**config.mk**
```make
export PLATFORM = sky130hd
export DESIGN_NAME = cordic_operand_tx_flat
export DESIGN_NICKNAME = d
export VERILOG_FILES = /design/src/rtl/cordic_tx_pkg.sv /design/src/rtl/cordic_operand_tx_if.sv /design/src/rtl/cordic_tx_fifo.sv /design/src/rtl/cordic_operand_tx.sv /design/src/flat_wrapper.sv
export SDC_FILE = /design/constraint.sdc
export NUM_CORES = 1
export LEC_CHECK = 0
export ABC_AREA = 0
export CORE_UTILIZATION = 55
export CTS_BUF_LIST = sky130_fd_sc_hd__clkbuf_16
export DETAILED_ROUTE_END_ITERATION = 6
export PLACE_DENSITY = 0.79
export SYNTH_ARGS = -nofsm -noshare
export SYNTH_HDL_FRONTEND = slang
export SYNTH_SLANG_ARGS = --single-unit
```
**constraint.sdc**
```tcl
create_clock -name i_clk -period 3.1 [get_ports i_clk]
set_input_delay 0.62 -clock i_clk [delete_from_list [all_inputs] [get_ports i_clk]]
set_output_delay 0.62 -clock i_clk [all_outputs]
set_load 0.02 [all_outputs]
```
**src/rtl/cordic_tx_pkg.sv**
```systemverilog
// cordic_tx_pkg: shared widths, FSM states and output word layout for cordic_operand_tx
package cordic_tx_pkg;
   localparam int INPUT_DATA_WIDTH = 49;
   localparam int DATA_WIDTH = 56;
   localparam int TAG_WIDTH = DATA_WIDTH - INPUT_DATA_WIDTH;
   typedef enum logic [1:0] {IDLE, GAP, CREDIT_WAIT} state_t;
   typedef struct packed {
      logic [TAG_WIDTH-1:0] tag;
      logic [INPUT_DATA_WIDTH-1:0] payload;
   } tx_word_t;
endpackage

```
**src/rtl/cordic_operand_tx_if.sv**
```systemverilog
// cordic_operand_tx_if: upstream payload handshake, wrapper issue bus and credit return
interface cordic_operand_tx_if;
   import cordic_tx_pkg::*;
   logic i_in_vld;
   logic o_in_rdy;
   logic [INPUT_DATA_WIDTH-1:0] i_in_data;
   logic o_vld;
   tx_word_t o_data;
   logic i_ret_vld;
   modport master (output i_in_vld, i_in_data, i_ret_vld, input o_in_rdy, o_vld, o_data);
   modport slave (input i_in_vld, i_in_data, i_ret_vld, output o_in_rdy, o_vld, o_data);
endinterface

```
**src/rtl/cordic_tx_fifo.sv**
```systemverilog
// cordic_tx_fifo: synchronous FIFO with a combinational head read
module cordic_tx_fifo #(
   parameter int DEPTH = 4,
   parameter int WIDTH = 49,
   localparam int AW = $clog2(DEPTH),
   localparam int CW = $clog2(DEPTH + 1)
) (
   input  logic             i_clk,
   input  logic             i_rst,
   input  logic             i_push,
   input  logic             i_pop,
   input  logic [WIDTH-1:0] i_data,
   output logic [WIDTH-1:0] o_data,
   output logic [CW-1:0]    o_count,
   output logic             o_full,
   output logic             o_empty
);
   logic [WIDTH-1:0] mem_q [DEPTH];
   logic [AW-1:0] wr_q, rd_q;
   logic [CW-1:0] cnt_q;
   always_ff @(posedge i_clk) begin
      if (i_push) mem_q[wr_q] <= i_data;
      if (i_rst) begin
         wr_q <= '0;
         rd_q <= '0;
         cnt_q <= '0;
      end else begin
         if (i_push) wr_q <= wr_q + 1'b1;
         if (i_pop) rd_q <= rd_q + 1'b1;
         cnt_q <= cnt_q + CW'(i_push) - CW'(i_pop);
      end
   end
   assign o_data = mem_q[rd_q];
   assign o_count = cnt_q;
   assign o_full = cnt_q == CW'(DEPTH);
   assign o_empty = cnt_q == '0;
endmodule

```
**src/rtl/cordic_operand_tx.sv**
```systemverilog
// cordic_operand_tx: buffers operands, tags them and issues them to the CORDIC wrapper,
// throttled by a minimum inter-issue gap and a credit count of unreturned operations
module cordic_operand_tx
   import cordic_tx_pkg::*;
#(
   parameter int FIFO_DEPTH = 4,
   parameter int MAX_OUTSTANDING = 12,
   localparam int OW = $clog2(MAX_OUTSTANDING + 1),
   localparam int CW = $clog2(FIFO_DEPTH + 1)
) (
   input  logic              i_clk,
   input  logic              i_rst,
   input  logic              i_en,
   input  logic [3:0]        i_gap,
   cordic_operand_tx_if.slave bus,
   output logic [OW-1:0]     o_outstanding,
   output logic              o_busy,
   output logic              o_ovf_err
);
   localparam logic [OW-1:0] MAX_Q = OW'(MAX_OUTSTANDING);
   logic [INPUT_DATA_WIDTH-1:0] head;
   logic [CW-1:0] count;
   logic full, empty, push, issue;
   state_t state_q;
   logic [3:0] gap_q;
   logic [TAG_WIDTH-1:0] tag_q;
   logic [OW-1:0] out_q, out_d;
   logic ovf_q, ovf_d, vld_q;
   tx_word_t data_q;
   cordic_tx_fifo #(.DEPTH(FIFO_DEPTH), .WIDTH(INPUT_DATA_WIDTH)) u_fifo (
      .i_clk(i_clk),
      .i_rst(i_rst),
      .i_push(push),
      .i_pop(issue),
      .i_data(bus.i_in_data),
      .o_data(head),
      .o_count(count),
      .o_full(full),
      .o_empty(empty)
   );
   assign bus.o_in_rdy = !full && !i_rst;
   assign push = bus.i_in_vld && bus.o_in_rdy;
   assign issue = i_en && !empty && out_q < MAX_Q && gap_q == 4'd0 && state_q == IDLE;
   // a return with nothing outstanding is absorbed and flagged rather than wrapping
   assign out_d = issue == bus.i_ret_vld ? out_q : issue ? out_q + 1'b1 : out_q == '0 ? out_q : out_q - 1'b1;
   assign ovf_d = ovf_q || (bus.i_ret_vld && !issue && out_q == '0);
   always_ff @(posedge i_clk) begin
      if (i_rst) begin
         state_q <= IDLE;
         gap_q <= '0;
         tag_q <= '0;
         out_q <= '0;
         ovf_q <= 1'b0;
         vld_q <= 1'b0;
         data_q <= '0;
      end else begin
         out_q <= out_d;
         ovf_q <= ovf_d;
         vld_q <= issue;
         if (issue) begin
            data_q <= {tag_q, head};
            tag_q <= tag_q + 1'b1;
            gap_q <= i_gap;
         end
         case (state_q)
            IDLE: state_q <= issue && i_gap != 4'd0 ? GAP : !issue && !empty && out_q == MAX_Q ? CREDIT_WAIT : IDLE;
            GAP: begin
               gap_q <= gap_q - 1'b1;
               if (gap_q == 4'd1) state_q <= IDLE;
            end
            CREDIT_WAIT: if (out_q < MAX_Q) state_q <= IDLE;
            default: state_q <= IDLE;
         endcase
      end
   end
   assign bus.o_vld = vld_q;
   assign bus.o_data = data_q;
   assign o_outstanding = out_q;
   assign o_ovf_err = ovf_q;
   assign o_busy = count != '0 || out_q != '0;
endmodule

```
**src/flat_wrapper.sv**
```systemverilog
// flat-port wrapper written by rule: the top's interface ports become plain ports
module cordic_operand_tx_flat import cordic_tx_pkg::*;
#(
   parameter int FIFO_DEPTH = 4,
   parameter int MAX_OUTSTANDING = 12,
   localparam int OW = $clog2(MAX_OUTSTANDING + 1),
   localparam int CW = $clog2(FIFO_DEPTH + 1)
)
  (i_clk, i_rst, i_en, i_gap, o_outstanding, o_busy, o_ovf_err, bus_i_in_vld, bus_i_in_data, bus_i_ret_vld, bus_o_in_rdy, bus_o_vld, bus_o_data);
  cordic_operand_tx_if bus_i ();
  input  logic i_clk;
  input  logic i_rst;
  input  logic i_en;
  input  logic [3:0] i_gap;
  output logic [OW-1:0] o_outstanding;
  output logic o_busy;
  output logic o_ovf_err;
  input wire logic [$bits(bus_i.i_in_vld)-1:0] bus_i_in_vld;
  input wire logic [$bits(bus_i.i_in_data)-1:0] bus_i_in_data;
  input wire logic [$bits(bus_i.i_ret_vld)-1:0] bus_i_ret_vld;
  output wire logic [$bits(bus_i.o_in_rdy)-1:0] bus_o_in_rdy;
  output wire logic [$bits(bus_i.o_vld)-1:0] bus_o_vld;
  output wire logic [$bits(bus_i.o_data)-1:0] bus_o_data;
  assign bus_i.i_in_vld = bus_i_in_vld;
  assign bus_i.i_in_data = bus_i_in_data;
  assign bus_i.i_ret_vld = bus_i_ret_vld;
  assign bus_o_in_rdy = bus_i.o_in_rdy;
  assign bus_o_vld = bus_i.o_vld;
  assign bus_o_data = bus_i.o_data;
  cordic_operand_tx #(.FIFO_DEPTH(FIFO_DEPTH), .MAX_OUTSTANDING(MAX_OUTSTANDING)) u_core (.i_clk(i_clk), .i_rst(i_rst), .i_en(i_en), .i_gap(i_gap), .bus(bus_i), .o_outstanding(o_outstanding), .o_busy(o_busy), .o_ovf_err(o_ovf_err));
endmodule
```
==> Yosys cells after proc, flatten, opt, wreduce, memory -nomap -nowiden <==
Memories as Yosys holds them, arrays and structs flattened. A register that Yosys moved wholly into a read port is not among the register bits.
Cells that the tools add are included.
{ "classes": {"add_sub_neg": 8, "mul": 0, "div_mod_pow": 0, "order_cmp": 1, "eq_ne": 9, "shifts": 0, "n_mux": 11, "bitwise": 1, "n_reduce_logical": 27} }
{ "ops": {"columns": ["op", "n"], "rows": [
  ["$mux 4", 4],
  ["$logic_and 1x1->1", 11],
  ["$logic_not 4->1", 2],
  ["$mux 2", 4],
  ["$reduce_bool 4->1", 2],
  ["$sub 4x1->4 const B", 2],
  ["$add 7x1->7 const B", 1],
  ["$ne 2x1->1 const B", 3],
  ["$pmux 2 s3", 1],
  ["$add 2x1->2 const B", 2],
  ["$add 4x1->4 const B", 1],
  ["$eq 4x1->1 const B", 1],
  ["$eq 4x4->1 const B", 1],
  ["$logic_not 1->1", 4],
  ["$lt 4x4->1 const B", 1],
  ["$reduce_and 2->1", 2],
  ["$add 3x1->3", 1],
  ["$eq 3x3->1 const B", 1],
  ["$logic_not 3->1", 1],
  ["$reduce_bool 3->1", 1],
  ["$sub 3x1->3", 1],
  ["$eq 2x1->1 const B", 1],
  ["$eq 2x2->1 const B", 1],
  ["$logic_not 2->1", 1],
  ["other kinds (5)", 7]
]} }
{ "totals": {"register_bits": 33, "latch_bits": 0, "ram_bits": 196, "romBits": 0, "inputBits": 58, "output_inout_bits": 64, "elab_cells": 68, "mem_count": 1} }
{ "memory_table": {"columns": ["memory", "depth", "width", "read_ports", "rd_ports_with_merged_regs", "wr", "line_no", "text"], "rows": [
  ["u_core.u_fifo.mem_q", 4, 49, 1, 1, 1, "cordic_tx_fifo.sv:18", "logic [WIDTH-1:0] mem_q [DEPTH];"]
]} }

==> Longest topological paths before layout <==
Gate-level depths: netlist of run 1.
{ "logic_depth": {"word_depth": 12, "ltp_mapped": 12, "depth_no_buf": 11} }

==> Modules after synthesis <==
A second synthesis of run 1 with hierarchy kept.
{ "hier_totals": {"cells_unflattened": 659, "area_unflattened_um2": 10448.8} }
{ "by_module_without_submodules": {"columns": ["mod", "instances", "cells_each", "area_each_um2", "seq_area_each_um2"], "rows": [
  ["cordic_tx_fifo", 1, 298, 7531.0, 6065.8],
  ["cordic_operand_tx", 1, 361, 2917.8, 1501.4]
]} }

==> Worst setup path before layout of run 1 <==
OpenSTA, ideal clock, no wires.
{ "synth_timing": {"path_type": "input to register", "start": "input bus_i_in_vld", "end": "memory u_core.u_fifo.mem_q[1][0], enable pin", "setup_ns": 0.412, "arrival_time_ns": 2.457, "t_required_ns": 2.688, "setup_slack_ns": 0.231, "cell_stages": 3, "n_path_buf": 0, "path_cell_list": "inv_1 a211oi_1 and2_1"} }
{ "synth_between": {"elab_chain_len": 3} }
{ "synth_lines": {"columns": ["element", "line_no", "text"], "rows": [
  ["start: declaration", "flat_wrapper.sv:18", "input wire logic [$bits(bus_i.i_in_vld)-1:0] bus_i_in_vld;"],
  ["$logic_and 1x1->1", "cordic_operand_tx.sv:42", "assign push = bus.i_in_vld && bus.o_in_rdy;"],
  ["$mux 1", "cordic_tx_fifo.sv:22", "if (i_push) mem_q[wr_q] <= i_data;"],
  ["$mux 1 (implied by the code)", "cordic_tx_fifo.sv:22", null],
  ["end: declaration", "cordic_tx_fifo.sv:18", null]
]} }
No other way between the ends.

==> Worst setup path in the final report of run 1 <==
{ "layout_timing": {"start": "register u_core.out_q[3] (netlist: u_core.o_outstanding[3])", "end": "output o_busy"} }
{ "layout_between": {"elab_chain_len": 2} }
{ "layout_lines": {"columns": ["element", "line_no", "text"], "rows": [
  ["start: declaration", "cordic_operand_tx.sv:27", "logic [OW-1:0] out_q, out_d;"],
  ["start signal: assignment", "cordic_operand_tx.sv:57", "out_q <= out_d;"],
  ["$reduce_bool 4->1", "cordic_operand_tx.sv:80", "assign o_busy = count != '0 || out_q != '0;"],
  ["$logic_or 1x1->1", "cordic_operand_tx.sv:80", null],
  ["end: declaration", "flat_wrapper.sv:16", "output logic o_busy;"]
]} }
No other way between the ends.

==> results_dict.tcl, run 1 <==
set metrics [dict create \
    outcome "finished, final reports clean" \
    clock-sinks 278 \
    yosysSeqAreaShare_pct 72.5 \
    final_layout_size_suffix_gt1_share_pct 14.5 \
    multi_input_area_um2 2660 \
    overflow 0 \
    via_per_inst 5.64 \
    reg2reg_slack_ns 0.73 \
    drt_iter0_drc 368 \
    cts_resized 0 \
    clockBufferDepth 3 \
    cts_tree "built" \
    synthMuxAreaShare_pct 10.9 \
    dr.max_layer_used "met4" \
    worstHoldEndpoint "u_core.bus.o_data[40]$_SDFFE_PP0P_" \
    num_io_pins 122 \
    syn-num-nets 736 \
    placed_area_um2 11900 \
    cts-buffers-inserted 28 \
    hold_viol_final 0 \
    slew_headroom_pct 37.3 \
    cts-root-buf "clkbuf_16" \
    synth_xor_area_share_pct 0.590 \
    syn_inst 664 \
    combinationalPowerShare_pct 26.7 \
    grt_pass1_vias 6252 \
    internal_power_w 0.00749 \
    fin_crit_ns 2.84 \
    cp.arrival_ns 2.22 \
    hpwl_mm 12.4 \
    rsz0062_at_grt "false" \
    setup_viol 0 \
    min_from "u_core.bus.o_data[40]$_SDFFE_PP0P_" \
    total_power_w 0.0106 \
    seq_area_um2 7530 \
    initial_core_util_pct 57.0 \
    worstReg2RegEnd "u_core.o_outstanding[3]$_SDFFE_PP0P_" \
    num_vias 5926 \
    finalNetCount 870 \
    max_freq_mhz 353 \
    cp_max_fo 6 \
    drt_first_pass_iters 5 \
    ant_nets 0 \
    max_slew.worst_pin.slew_ns 0.940 \
    end_kind "output port" \
    finClkSkew_ns 0.0252 \
    antenna_found_initial 1 \
    yosysUniqueCellTypes 40 \
    rr_worst_depth 8 \
    synth_top_family_by_area "multiplexers" \
    max_stage_delay_ns 0.64 \
    setup_tns_ns 0 \
    cpMaxStageDelayCell "nor4_2" \
    switchingPower_w 0.00315 \
    wire_per_inst_um 19.5 \
    nFillCells 1161 \
    power_density_nw_per_um2 831 \
    ys_ff_latch 278 \
    hold_depth 2 \
    synth.avg_cell_area_um2 15.6 \
    h-tree-depth 1 \
    placementRows 49 \
    synth_area_um2 10400 \
    synth-simple-area-share_pct 7.31 \
    clk_latency_ns 0.53 \
    routabilityCongestion 0.823 \
    drcViolationCount 0 \
    slew_viol_final 0 \
    fin_crit_sh_pct 91.5 \
    core_um2 18200 \
    final_core_util_pct 70.3 \
    cp_cell_sequence "nor4_2, nand2b_1, clkdlybuf4s50_1" \
    fin_area_um2 12800 \
    clk_pin_slew_ns 0.06 \
    p_clk_share_pct 29.0 \
    crit_required_ns 2.48 \
    grt_use_total_pct 22.1 \
    met1Wirelength_mm 8.49 \
    cp-start-kind "flop" \
    ys_warn_count 0 \
    fin_ws_ns 0.265 \
    die-width_um 139 \
    cts_hold_buffers 0 \
    hold_class "flop to flop" \
    io_buffers 121 \
    dr_wl_met3_mm 1.07 \
    routed-wl-met2_mm 10.5 \
    rr_startpoint "u_core.gap_q[0]$_SDFFE_PP0P_" \
    pwr-share-seq_pct 44.3 \
    wl_mm 20.5 \
    pre_cts_slack_ns 0.292 \
    area_growth_pct 23.2 \
    peakVddDrop_uv 541 \
    synth_compound_area_share_pct 4.96 \
    cap_violations 0 \
    grt_pass1_wl_mm 33.1 \
    leakage_nw 4.19 \
    swShare_pct 29.6 \
    grt_max_degree 86 \
    postCtsSetupBuffers 0 \
    synth_fa_ha_area_share_pct 1.76 \
    chipHeight_um 139 \
    dieArea_um2 19400 \
    crit_type "flop to output port" \
]
-- how the worst max path moves through the flow --
| stage | from | end | slack [ns] | cells after the start |
|---|---|---|---|---|
| 2_1_floorplan | bus_i_in_vld | u_core.u_fifo.mem_q[1][0]$_DFFE_PP_ | 0.23 | 3 |
| 3_3_place_gp | i_en | u_core.o_outstanding[3]$_SDFFE_PP0P_ | 0.35 | 7 |
| 3_5_place_dp | i_en | u_core.o_outstanding[3]$_SDFFE_PP0P_ | 0.29 | 7 |
| 4_1_cts | u_core.o_outstanding[3]$_SDFFE_PP0P_ | o_busy | 0.26 | 3 |
| 5_1_grt | u_core.o_outstanding[3]$_SDFFE_PP0P_ | o_busy | 0.18 | 3 |
| 6_report | u_core.o_outstanding[3]$_SDFFE_PP0P_ | o_busy | 0.26 | 3 |
-- cells in the final DEF, fill, tap and decap left out, types with 5 or more instances in the layout --
master / synthesis / routed
nand2_1: 125 / 125
inv_1: 13 / 25
mux4_2: 49 / 49
clkdlybuf4s50_1: 0 / 120
buf_4: 0 / 15
xnor2_1: 5 / 5
buf_12: 0 / 5
a21oi_1: 69 / 69
dfxtp_1: 82 / 80
clkbuf_16: 0 / 29
ha_1: 13 / 13
edfxtp_1: 196 / 196
nor2_1: 15 / 15
nor2b_1: 5 / 5
o21ai_0: 6 / 6
-- stage by stage --
| stage | cells | hold slack (ns) |
|---|---|---|
| after floorplan | 664 | 0.435 |
| after global placement | 997 | 0.443 |
| final | 1050 | 0.454 |
| after detailed placement | 997 | 0.449 |
| after CTS | 1049 | 0.457 |
| after global routing | 1049 | 0.478 |
-- critical path, delay by kind of cell (launching register included) --
| family | cells | cell delay (ns) |
|---|---|---|
| DFF | 1 | 0.39 |
| buffers and inverters | 1 | 0.56 |
| and+or+nand+nor | 2 | 0.76 |
-- routing by layer --
metal	GRT usage [%]	up-vias
met2	38.2	172
met5	0	-
li1	-	2752
met4	6.78	0
met1	28.4	2965
met3	4.16	37
-- logic make-up (layout without fill, tap and decap cells) --
| logic type | Yosys count | after routing |
|---|---|---|
| multiplexers | 51 | 51 |
| AND/OR/NAND/NOR | 172 | 172 |
| adder cells (fa/ha/maj) | 14 | 14 |
| buffers and inverters | 50 | 206 |
| flip-flops | 278 | 278 |
| other | 0 | 1 |
| XOR/XNOR | 7 | 7 |
| AO/OA/AOI/OAI | 92 | 92 |
-- layout make-up --
| type | instances | area share, % |
|---|---|---|
| antenna | 1 | 0.0195 |
| tap | 229 | 2.24 |
| inverter | 14 | 0.430 |
| clock buffer | 29 | 5.67 |
| clock inverter | 23 | 1.01 |
| sequential | 278 | 58.8 |
| timing repair buffer | 140 | 11.0 |
| multi-input combinational | 336 | 20.8 |
-- state kept, by name (all words and copies together), names as in the netlist --
register,count
u_core.u_fifo.mem_q,196
u_core.bus.o_data,56
u_core.tag_q,7
u_core.gap_q,4
u_core.o_outstanding,4
u_core.u_fifo.o_count,3
u_core.state_q,2
u_core.u_fifo.rd_q,2
u_core.u_fifo.wr_q,2
u_core.bus.o_vld,1
u_core.o_ovf_err,1
-- power by group through the flow --
stage	registers [W]	logic, W	clock network (W)
6_report	0.00471	0.00284	0.00309
5_1_grt	0.00477	0.00310	0.00328
4_1_cts	0.00472	0.00288	0.00313
3_5_place_dp	0.00479	0.00285	0
3_3_place_gp	0.00477	0.00276	0
2_1_floorplan	0.00488	0.00174	0
-- synth_stat cells (all sizes together) --
cell | instances | area, µm²
o21a | 1 | 7.51
xnor2 | 5 | 43.8
nor3 | 3 | 15.0
nor4 | 3 | 25.0
o21ai | 6 | 30.0
or4 | 3 | 22.5
nor2b | 5 | 31.3
nand3b | 1 | 7.51
a22oi | 2 | 15.0
nor4b | 1 | 8.76
xor2 | 2 | 17.5
a211oi | 2 | 27.5
inv | 14 | 55.1
buf | 15 | 73.8
a211o | 3 | 26.3
nand2 | 125 | 469
dfxtp | 82 | 1640
fa | 1 | 20.0
and4bb | 1 | 12.5
or3 | 4 | 25.0
nand2b | 2 | 12.5
mux2 | 2 | 30.0
and2 | 4 | 25.0
nor2 | 15 | 56.3
a41oi | 1 | 8.76
a31oi | 4 | 25.0
edfxtp | 196 | 5890
a21oi | 69 | 345
ha | 13 | 163
nand4 | 4 | 31.3
nand3 | 1 | 17.5
clkbuf | 21 | 78.8
a21o | 1 | 7.51
mux4 | 49 | 1100
o31ai | 3 | 22.5
(Power assumes the default switching activity.)
==> run 2, diff against run 1 <==
--- a/config.mk
+++ b/config.mk
@@ -6,10 +6,13 @@
 export NUM_CORES = 1
 export LEC_CHECK = 0
 export ABC_AREA = 0
-export CORE_UTILIZATION = 55
+export CELL_PAD_IN_SITES_DETAIL_PLACEMENT = 1
+export CELL_PAD_IN_SITES_GLOBAL_PLACEMENT = 1
+export CORE_ASPECT_RATIO = 0.75
+export CORE_UTILIZATION = 47
 export CTS_BUF_LIST = sky130_fd_sc_hd__clkbuf_16
 export DETAILED_ROUTE_END_ITERATION = 6
-export PLACE_DENSITY = 0.79
+export PLACE_DENSITY_LB_ADDON = 0.1
 export SYNTH_ARGS = -nofsm -noshare
 export SYNTH_HDL_FRONTEND = slang
 export SYNTH_SLANG_ARGS = --single-unit
==> run 2 against run 1 <==
Total power is 0.24% higher. Maximum frequency is 1.5% higher. Clock skew is 0.016 ns lower. Largest cell class unchanged. Largest power group unchanged. Hold slack improved by 0.0022 ns.
==> results_dict.tcl, run 2 (synthesized netlist as in run 1, its figures left out) <==
set metrics [dict create \
    clockBufferDepth 3 \
    drcViolationCount 0 \
    max_stage_delay_ns 0.56 \
    cp.arrival_ns 2.17 \
    outcome "finished, final reports clean" \
    fin_area_um2 12800 \
    placed_area_um2 12000 \
    core_um2 21400 \
    drt_first_pass_iters 4 \
    hold_class "flop to flop" \
    postCtsSetupBuffers 0 \
    initial_core_util_pct 48.5 \
    placementRows 46 \
    final_cell_mix "edfxtp_1, nand2_1, clkdlybuf4s50_1" \
    die-width_um 174 \
    num_io_pins 122 \
    finClkSkew_ns 0.00922 \
    num_vias 6010 \
    setup_tns_ns 0 \
    antenna_found_initial 0 \
    h-tree-depth 1 \
    wl_mm 22.6 \
    clk_pin_slew_ns 0.06 \
    peakVddDrop_uv 406 \
    max_slew.worst_pin.slew_ns 1.01 \
    cp_max_fo 8 \
    grt_max_degree 86 \
    cts_tree "built" \
    clk_latency_ns 0.52 \
    wire_per_inst_um 20.5 \
    cp_num_buf_inv 1 \
    ant_nets 0 \
    hold_depth 2 \
    cts-root-buf "clkbuf_16" \
    crit_required_ns 2.48 \
    overflow 0 \
    fin_ws_ns 0.306 \
    regMostFlops "u_core.u_fifo.mem_q" \
    crit_type "flop to output port" \
    diodes 0 \
    rsz0062_at_grt "false" \
    final_core_util_pct 59.9 \
    cts-buffers-inserted 27 \
    finalNetCount 868 \
    grt_use_total_pct 20.4 \
    chipHeight_um 131 \
    cpMaxStageDelayCell "or3_1" \
    critical_path.top_delay_family "simple AND/OR/NAND/NOR gates" \
    io_buffers 121 \
    setup_viol 0 \
    largest_reg_flops 196 \
    final_common_cell "edfxtp_1" \
    final_layout_size_suffix_gt1_share_pct 14.6 \
    cts_resized 0 \
    cp_cell_sequence "or3_1, nand2b_1, clkdlybuf4s50_1" \
    clock-sinks 278 \
    grt_pass1_wl_mm 35.6 \
    cts_hold_buffers 0 \
    worstSetupPathDepth 3 \
    fin_crit_sh_pct 90.1 \
    cap_violations 0 \
    pre_cts_slack_ns 0.108 \
    area_growth_pct 23.5 \
    leakage_nw 4.17 \
    max_freq_mhz 358 \
    cp-start-kind "flop" \
    slew_viol_final 0 \
    fin_crit_ns 2.79 \
    hold_viol_final 0 \
    via_per_inst 5.44 \
    hpwl_mm 13.8 \
    routabilityCongestion 0.725 \
    power_density_nw_per_um2 832 \
    slew_headroom_pct 32.5 \
    end_kind "output port" \
    drt_iter0_drc 292 \
    dieArea_um2 22700 \
    grt_pass1_vias 6315 \
    rr_worst_depth 8 \
]
-- run 2: changes by cell type in the layout (fill, tap and decap cells not counted), sizes merged --
cell and delta:
diode -1, buf -1, clkbuf -1, inv -3, clkinvlp -2, clkinv +4
-- run 2: metal layers --
metal | global-route usage, % | vias to the layer above | wire length (µm)
li1 | - | 2742 | -
met1 | 27.5 | 3094 | 10100
met2 | 35.0 | 140 | 11200
met3 | 3.47 | 34 | 1000
met4 | 4.90 | 0 | 353
met5 | 0 | - | 0
-- run 2: area by class of cell --
| type | instances | area, µm² |
|---|---|---|
| clock inverter | 22 | 124 |
| tap | 288 | 360 |
| multi-input combinational | 336 | 2660 |
| sequential | 278 | 7530 |
| clock buffer | 28 | 701 |
| timing repair buffer | 139 | 1390 |
| fill | 2027 | 8590 |
| inverter | 14 | 55.1 |
-- run 2: path summary, 6_finish.rpt --
kind / startpoint / to / slack (ns)
setup / recovery: u_core.u_fifo.o_count[1]$_SDFF_PP0_ / o_busy / 0.31
hold / removal: u_core.bus.o_data[53]$_SDFFE_PP0P_ / u_core.bus.o_data[53]$_SDFFE_PP0P_ / 0.46
setup reg to reg: u_core.gap_q[0]$_SDFFE_PP0P_ / u_core.o_outstanding[3]$_SDFFE_PP0P_ / 0.60
hold reg to reg: u_core.bus.o_data[53]$_SDFFE_PP0P_ / u_core.bus.o_data[53]$_SDFFE_PP0P_ / 0.46
-- run 2: worst reg2reg max path, stage by stage, from the launching register on --
cell      delay (ns)
dfxtp_1         0.34
inv_1           0.13
ha_1            0.17
and4bb_2        0.35
nand3_4         0.15
ha_1            0.44
nor4b_1         0.34
mux2_4          0.21
mux2_4          0.28
-- run 2: per-stage QoR --
step / instances / power [W] / hold WS (ns)
6_report: 1105 / 0.0107 / 0.456
3_3_place_gp: 1055 / 0.00762 / 0.442
4_1_cts: 1105 / 0.0108 / 0.459
5_1_grt: 1105 / 0.0112 / 0.470
3_5_place_dp: 1055 / 0.00774 / 0.450
2_1_floorplan: 664 / 0.00661 / 0.435
-- run 2: where the power goes --
| group | internal (W) | switching [W] | leakage (nW) |
|---|---|---|---|
| Clock | 0.00171 | 0.00132 | 0.442 |
| Combinational | 0.00134 | 0.00158 | 1.28 |
| Sequential | 0.00438 | 0.000328 | 2.45 |
